File: config.mk
export PLATFORM = sky130hd
export DESIGN_NAME = db9_pad_scanner
export DESIGN_NICKNAME = d
export VERILOG_FILES = /design/src/rtl/db9_pad_scanner.sv
export SDC_FILE = /design/constraint.sdc
export NUM_CORES = 1
export LEC_CHECK = 0
export ABC_AREA = 0
export BUFFER_PORTS_ARGS = -buffer_cell sky130_fd_sc_hd__clkbuf_2
export CAP_MARGIN = 10
export CORE_UTILIZATION = 43
export CTS_CLUSTER_SIZE = 14
export DETAILED_ROUTE_END_ITERATION = 8
export RECOVER_POWER = 100
export REMOVE_ABC_BUFFERS = 1
export SYNTH_ARGS = -nofsm -noshare
export SYNTH_HDL_FRONTEND = slang
export SYNTH_SLANG_ARGS = --single-unit
File: constraint.sdc
create_clock -name clk -period 3.6 [get_ports clk]
set_input_delay 0.36 -clock clk [delete_from_list [all_inputs] [get_ports clk]]
set_output_delay 0.36 -clock clk [all_outputs]
set_load 0.01 [all_outputs]
File: src/rtl/db9_pad_scanner.sv
`default_nettype none
// ============================================================================
// Module      : db9_pad_scanner
// Description : Scans a DB9 port for Atari, Megadrive 3-button and 6-button
//               pads and publishes one coherent result per scan frame.
// Revision    : 1.0 - initial release
// ============================================================================
module db9_pad_scanner #(
  parameter int STEP_CYCLES = 280,
  parameter int IDLE_STEPS  = 170
) (
  input  logic       clk,
  input  logic       rst_n,
  input  logic       enable,
  input  logic [5:0] db9_in,
  output logic       db9_sel,
  output logic [5:0] joy_out,
  output logic [5:0] ext_out,
  output logic [1:0] pad_type,
  output logic       frame_done
);

  localparam int c_cnt_w  = (STEP_CYCLES > 1) ? $clog2(STEP_CYCLES) : 1;
  localparam int c_idle_w = (IDLE_STEPS > 1) ? $clog2(IDLE_STEPS) : 1;

  localparam logic [3:0] c_st_p0   = 4'd0;
  localparam logic [3:0] c_st_p1   = 4'd1;
  localparam logic [3:0] c_st_p2   = 4'd2;
  localparam logic [3:0] c_st_p3   = 4'd3;
  localparam logic [3:0] c_st_p4   = 4'd4;
  localparam logic [3:0] c_st_p5   = 4'd5;
  localparam logic [3:0] c_st_p6   = 4'd6;
  localparam logic [3:0] c_st_p7   = 4'd7;
  localparam logic [3:0] c_st_idle = 4'd8;

  localparam logic [c_cnt_w-1:0]  c_step_last = c_cnt_w'(STEP_CYCLES - 1);
  localparam logic [c_idle_w-1:0] c_idle_last = c_idle_w'(IDLE_STEPS - 1);

  logic [5:0]          r_sync1, r_sync2;
  logic [3:0]          r_state, w_state_nxt;
  logic [c_cnt_w-1:0]  r_cnt, w_cnt_nxt;
  logic [c_idle_w-1:0] r_idle, w_idle_nxt;
  logic                w_step_end;
  logic                w_sel_nxt;
  logic                w_update;

  // Only the bits each phase contributes are kept.
  logic [5:0] r_p0;
  logic [1:0] r_p1_sa;
  logic [1:0] r_p1_lr;
  logic [3:0] r_p5_dir;
  logic [3:0] r_p6_ext;

  logic       r_sel;
  logic [5:0] r_joy, r_ext;
  logic [1:0] r_type;
  logic       r_done;

  logic       w_is_md, w_is_six;
  logic [5:0] w_ext_nxt;
  logic [1:0] w_type_nxt;

  assign w_step_end = (r_cnt == c_step_last);

  // ---- state register
  always_ff @(posedge clk or negedge rst_n) begin
    if (!rst_n) begin
      r_state <= c_st_idle;
      r_cnt   <= '0;
      r_idle  <= '0;
    end else begin
      r_state <= w_state_nxt;
      r_cnt   <= w_cnt_nxt;
      r_idle  <= w_idle_nxt;
    end
  end

  // ---- next-state logic
  always_comb begin
    w_state_nxt = r_state;
    w_cnt_nxt   = r_cnt + 1'b1;
    w_idle_nxt  = r_idle;
    if (!enable) begin
      w_state_nxt = c_st_idle;
      w_cnt_nxt   = '0;
      w_idle_nxt  = '0;
    end else if (w_step_end) begin
      w_cnt_nxt = '0;
      case (r_state)
        c_st_idle: begin
          if (r_idle == c_idle_last) begin
            w_state_nxt = c_st_p0;
            w_idle_nxt  = '0;
          end else begin
            w_idle_nxt = r_idle + 1'b1;
          end
        end
        c_st_p0, c_st_p1, c_st_p2, c_st_p3,
        c_st_p4, c_st_p5, c_st_p6: w_state_nxt = r_state + 4'd1;
        default: begin
          w_state_nxt = c_st_idle;
          w_idle_nxt  = '0;
        end
      endcase
    end
  end

  // ---- output decode (select is registered from the next state)
  always_comb begin
    w_sel_nxt = 1'b1;
    case (w_state_nxt)
      c_st_p1, c_st_p3, c_st_p5, c_st_p7: w_sel_nxt = 1'b0;
      default:                            w_sel_nxt = 1'b1;
    endcase
    w_update = enable && w_step_end && (r_state == c_st_p7);
  end

  assign w_is_md    = (r_p1_lr == 2'b00);
  assign w_is_six   = w_is_md && (r_p5_dir == 4'b0000);
  assign w_ext_nxt  = w_is_six ? {r_p6_ext[0], r_p6_ext[3], r_p6_ext[2], r_p6_ext[1], r_p1_sa} :
                      w_is_md  ? {4'hF, r_p1_sa} : 6'h3F;
  assign w_type_nxt = w_is_six ? 2'b10 : (w_is_md ? 2'b01 : 2'b00);

  // ---- synchronizer, phase captures and published outputs
  always_ff @(posedge clk or negedge rst_n) begin
    if (!rst_n) begin
      r_sync1  <= 6'h3F;
      r_sync2  <= 6'h3F;
      r_p0     <= 6'h3F;
      r_p1_sa  <= 2'b11;
      r_p1_lr  <= 2'b11;
      r_p5_dir <= 4'hF;
      r_p6_ext <= 4'hF;
      r_sel    <= 1'b1;
      r_joy    <= 6'h3F;
      r_ext    <= 6'h3F;
      r_type   <= 2'b00;
      r_done   <= 1'b0;
    end else begin
      r_sync1 <= db9_in;
      r_sync2 <= r_sync1;
      r_sel   <= w_sel_nxt;
      r_done  <= w_update;
      if (!enable) begin
        r_joy    <= r_sync2;
        r_ext    <= 6'h3F;
        r_type   <= 2'b00;
        r_p0     <= 6'h3F;
        r_p1_sa  <= 2'b11;
        r_p1_lr  <= 2'b11;
        r_p5_dir <= 4'hF;
        r_p6_ext <= 4'hF;
      end else begin
        if (w_step_end) begin
          case (r_state)
            c_st_p0: r_p0 <= r_sync2;
            c_st_p1: begin
              r_p1_sa <= r_sync2[5:4];
              r_p1_lr <= r_sync2[1:0];
            end
            c_st_p5: r_p5_dir <= r_sync2[3:0];
            c_st_p6: r_p6_ext <= r_sync2[3:0];
            default: ;
          endcase
        end
        if (w_update) begin
          r_joy  <= r_p0;
          r_ext  <= w_ext_nxt;
          r_type <= w_type_nxt;
        end
      end
    end
  end

  assign db9_sel    = r_sel;
  assign joy_out    = r_joy;
  assign ext_out    = r_ext;
  assign pad_type   = r_type;
  assign frame_done = r_done;

endmodule
`default_nettype wire

======== Word-level counts from Yosys, hierarchy flattened ========
Cells that the tools add are included.
word-level totals
  register bits ........................... 67
  input port bits ......................... 9
  output and inout port bits .............. 16
cells by class
  add/subtract/negate cells ............... 3
  eq/ne operators ......................... 21
  multiplexer cells ....................... 36
  reductions and logical operators ........ 13
operators by type and width
  cell                   count
  $mux W6                8
  $mux W4                9
  $eq A4 B3 Y1 const B   6
  $mux W8                3
  $mux W2                10
  $mux W9                2
  $pmux W8 S2            1
  $eq A4 B2 Y1 const B   3
  $ne A2 B1 Y1 const B   6
  $reduce_and A2 Y1      5
  $add A9 B1 Y9 const B  1
  $eq A9 B9 Y1 const B   1
  $add A8 B1 Y8 const B  1
  $eq A4 B1 Y1 const B   2
  $eq A8 B8 Y1 const B   1
  $logic_not A4 Y1       2
  $pmux W4 S2            1
  $reduce_or A7 Y1       1
  $add A4 B1 Y4 const B  1
  $eq A4 B4 Y1 const B   1
  $reduce_or A4 Y1       1
  $logic_and A1 B1 Y1    3
  $logic_not A2 Y1       1
  $mux W1                2
  $ne A2 B2 Y1 const B   1

======== Depth between registers and ports, before layout ========
  depth in word-level cells ............... 8
  depth in mapped cells ................... 7

======== Worst setup path after synthesis ========
OpenSTA, ideal clock, no wires.
  kind .................................... reg2reg
  start ................................... reg r_cnt[5]
  end ..................................... reg r_joy[4] (netlist: joy_out[4])
  library setup time ...................... 68 ps
  data arrival time ....................... 1892 ps
  required time ........................... 3532 ps
  path slack .............................. 1640 ps
  stages on the path, launching flop included .. 7
  buffers on the path ..................... 2
  period minus slack after synthesis ...... 1960 ps
  path through ............................ dfrtp_1 -> or4b_1 -> buf_2 -> o41ai_4 -> buf_6 -> nor2_1 -> a21oi_2
on the way
  longest elaborated chain between the ends .. 4
RTL lines
  item                              line  source
  start: declaration                41    logic [c_cnt_w-1:0] r_cnt, w_cnt_nxt;
  start signal: assignment          73    r_cnt <= w_cnt_nxt;
  $eq A9 B9 Y1                      63    assign w_step_end = (r_cnt == c_step_last);
  $logic_and A1 B1 Y1 (2 in a row)  115   w_update = enable && w_step_end && (r_state == c_st_p7);
  $ne A2 B1 Y1 (no line)            -
  end signal: assignment            145   r_joy <= r_sync2;
  end signal: assignment            167   r_joy <= r_p0;
  end: declaration                  55    logic [5:0] r_joy, r_ext;
Every way passes these cells.
A chain may end at the register's enable or synchronous reset.

======== Worst setup path after layout ========
  start ................................... reg r_cnt[5]
  end ..................................... reg r_idle[7]
on the way
  longest elaborated chain between the ends .. 3
RTL lines
  item                         line  source
  $eq A9 B9 Y1                 63
  $ne A2 B1 Y1 (no line)       -
  $reduce_and A2 Y1 (no line)  -
  end signal: assignment       74    r_idle <= w_idle_nxt;
  end: declaration             42    logic [c_idle_w-1:0] r_idle, w_idle_nxt;
Every way passes these cells.

==> results.cfg <==
[outcome]
outcome = finished, violations left
failing_checks = max-capacitance violations, max-slew violations

[placed_design]
gpl.final_weighted_congestion = 0.824
post-dp-hpwl_um = 4110
place.detailed.instances = 391
io_buffers = 24

[cells_and_area]
finish.cell_count_without_fillers = 407
layout_area_growth_over_synthesis_pct = 12.3
design.final.nets = 322
drive_above_1_share = 0.260
antenna-diode-count = 0

[pwr]
power.share.switching = 0.226
total_leakage_power_nw = 1.42
seq_power_share = 0.518
pwr-share-comb = 0.043
peakVddDrop_uv = 303
part_of_the_total_power_dissipated_in_the_clock_network = 0.439
pwr_dens_nw_per_um2 = 436
intPower_mw = 1.18
switching_power_uw = 346

[detailed_routing]
drt-vias-per-instance = 5.28
route.detailed.drc = 0
detail-route-antenna-nets = 0
drt_first_iter_violations = 113
per_cell_routed_wire_length_um = 14.7
drt_first_pass_iters = 4
num_vias = 2148
wirelength_um = 5980

[job]
drv_cap = 1

[sta]
setup_viol = 0
tightest_slew_ns = 1.69
final_critical_path_time_including_i_o_delays_and_setup_ns = 2.51
timing.setup.tns_ns = 0
timing.final.max_slew_violations = 34
clock-skew-final_ns = 0.00906
setup_repair_after_global_routing_missed_its_margin = no
maxClockFrequency_ghz = 0.398
slew_headroom = -0.129
final-hold-violation-count = 0
timing.final.crit_share = 0.698
worst_hold_slack_ns = 0.0942

[setup_path]
timing.reg2reg.setup_slack_ns = 1.09
critical_path_required_ns = 3.86
cp_slowest_stage_delay_ns = 0.90
worstReg2RegStart = r_cnt[5]
endpoint_kind = flop
timing.critical_path.slowest_stage_cell = sky130_fd_sc_hd__nor4b_1
critical_path.n_buffers_inverters = 0
critPathMaxFanout = 8
cp_data_arrival_time_ns = 2.77
critical_path.startpoint_type = flop
reg2reg_depth = 4
cell_family_contributing_the_most_delay_on_the_critical_path = simple AND/OR/NAND/NOR gates
crit_chain = nor4b_1 -> a21oi_1 -> or2_2 -> o211ai_1
worst_setup_path_class = reg2reg
r2r-end = r_idle[7]

[floorplanning]
fp.coreArea_sq_um = 6910
die_w_um = 87.2
std_cell_rows = 30
initial_core_util = 0.452
fp.dieH_um = 87.2
boundaryPins = 25
design.die.area_sq_um = 7600

[logic_synthesis]
synth-main-ff-cell = sky130_fd_sc_hd__dfstp_2
post-synth-top-area-cell = sky130_fd_sc_hd__dfstp_2
xor_xnor_portion_of_the_synthesized_cell_area = 0.0196
synth.yosys.seq_area_share = 0.555
combinational_family_with_the_most_area_after_synthesis = simple AND/OR/NAND/NOR gates
syn_avg_cell_area_sq_um = 11.2
synth-adder-area-share = 0.0281
synth_async_sr_flop_share = 1.00
post_synth_instance_area_sq_um = 3120
post_synth_edffs = 0
yosys-mux-area-fraction = 0.0802
syn_inst = 278
synth_common_cells = sky130_fd_sc_hd__dfstp_2 (44), sky130_fd_sc_hd__nand2_1 (30), sky130_fd_sc_hd__mux2i_1 (25), sky130_fd_sc_hd__nor2_1 (25), sky130_fd_sc_hd__dfrtp_1 (23)
synth-compound-area-share = 0.108
synth_cell_types = 49
netlist.area_leader.share = 0.370
synth_simple_gate_area_share = 0.181
synth-warning-count = 0
yosys_register_bits = 67
synthTopCellsByArea = sky130_fd_sc_hd__dfstp_2 (37%), sky130_fd_sc_hd__dfrtp_1 (18%), sky130_fd_sc_hd__mux2i_1 (8.0%)
yosysMostFrequentCell = sky130_fd_sc_hd__dfstp_2

[global_routing]
met2_usage = 0.281
groute.usage.overall = 0.180
globalRoute.totalOverflow = 0
antenna_found_initial = 0
grt_first_pass_wirelength_um = 10400
grt_max_degree = 36
met1_track_demand_over_resource = 0.243
first_global_vias = 2148
globalRoute.busiestLayer = met2
met3_usage = 0.0502

[worst_hold_path]
min_delay_worst_endpoint = r_sync1[2]
holdCritPathClass = in2reg
min_delay_path_depth = 1
min-delay-start = db9_in[2]

[clock_network]
clock_tree.htree_level_count = 3
clock_sinks = 67
cts_inserted_buffers = 9
clk_path_buf_depth = 2
clock-root-buffer = sky130_fd_sc_hd__clkbuf_8
post-cts-setup-buffers = 0
worstSkewPairLatency_ns = 0.34
tritoncts = built
postCtsResizedCells = 0
worst_setup_hold_path_clk_slew_ns = 0.07
holdBufCountCts = 0
[worst max path at each step]
stage / startpoint / to / slack (ns) / cells after the start
5_1_grt: r_cnt[5] / r_idle[7] / 0.79 / 4
3_3_place_gp: r_cnt[5] / joy_out[2] / 1.16 / 3
6_report: r_cnt[5] / r_idle[7] / 1.09 / 4
3_5_place_dp: r_cnt[5] / joy_out[0] / 1.11 / 3
4_1_cts: r_cnt[5] / joy_out[0] / 1.08 / 3
2_1_floorplan: r_cnt[5] / joy_out[0] / 1.38 / 3
[registers in the layout (all words and copies together) (netlist names)]
name        flops
ext_out         6
db9_sel         1
r_sync1         6
r_p5_dir        4
r_p6_ext        4
r_p1_sa         2
pad_type        2
r_idle          8
r_p0            6
r_state         4
frame_done      1
joy_out         6
r_sync2         6
r_p1_lr         2
r_cnt           9
[cell usage in the layout (no fill, tap or decap), types with 3 or more instances in the layout]
master                      n
sky130_fd_sc_hd__dfrtp_1   23
sky130_fd_sc_hd__nand4_1    4
sky130_fd_sc_hd__o21ai_0    7
sky130_fd_sc_hd__nor4_1     3
sky130_fd_sc_hd__ha_1       7
sky130_fd_sc_hd__nand2_1   30
sky130_fd_sc_hd__o221a_2    3
sky130_fd_sc_hd__o22ai_1    3
sky130_fd_sc_hd__a211oi_1   5
sky130_fd_sc_hd__nor2b_1    3
sky130_fd_sc_hd__clkbuf_1  16
sky130_fd_sc_hd__dfstp_2   43
sky130_fd_sc_hd__o211ai_1   3
sky130_fd_sc_hd__clkbuf_8  12
sky130_fd_sc_hd__clkbuf_2   9
sky130_fd_sc_hd__nand2b_1   3
sky130_fd_sc_hd__or3_1      4
sky130_fd_sc_hd__a21oi_2    3
sky130_fd_sc_hd__inv_1     12
sky130_fd_sc_hd__or2_2      5
sky130_fd_sc_hd__a21oi_1   10
sky130_fd_sc_hd__o31ai_1    3
sky130_fd_sc_hd__xor2_1     3
sky130_fd_sc_hd__nand3_1    8
sky130_fd_sc_hd__nor3_1     7
sky130_fd_sc_hd__mux2i_1   25
sky130_fd_sc_hd__xnor2_1    4
sky130_fd_sc_hd__nor2_1    25
[through the flow]
step / area [sq um] / power, mW / utilization / setup WS, ns
after detailed placement: 3330 / 0.874 / 0.483 / 1.11
after global routing: 3500 / 1.59 / 0.507 / 0.786
after floorplan: 3080 / 0.832 / - / 1.38
after global placement: 3330 / 0.873 / 0.483 / 1.16
final: 3500 / 1.53 / 0.507 / 1.09
after CTS: 3550 / 1.56 / 0.515 / 1.08
[cells by family after synthesis]
logic type      Yosys count
simple gates            106
fa+ha+maj                 7
xor+xnor                  7
flops                    67
compound gates           45
buf+inv                  21
mux                      25
[worst reg2reg max path: stages (launching register included)]
cell	delay, ns
sky130_fd_sc_hd__dfrtp_1	0.43
sky130_fd_sc_hd__nor4b_1	0.90
sky130_fd_sc_hd__a21oi_1	0.48
sky130_fd_sc_hd__or2_2	0.44
sky130_fd_sc_hd__o211ai_1	0.18
[metal layers]
metal  vias to the layer above  part of all wire
met3                         6             0.036
met2                        48              0.45
met4                         0            0.0090
met5                         -                 0
met1                      1048              0.50
li1                       1046                 -
[power by group through the flow]
stage | clock, mW | sequential, mW | combinational, mW
after floorplan | 0 | 0.803 | 0.0288
after global placement | 0 | 0.803 | 0.0700
after detailed placement | 0 | 0.804 | 0.0707
after CTS | 0.695 | 0.791 | 0.0709
after global routing | 0.720 | 0.793 | 0.0768
final | 0.671 | 0.791 | 0.0661
[final cells by class]
cell class              instances  area, sq um
multi-input cells             190         1270
clock buffers                  12          165
inverters                      12         45.0
clock inverters                 4         56.3
flip-flops and latches         67         1730
repair buffers                 26          113
well taps                      96          120
fillers                       661         3400
Power figures use the tool's default switching activity.
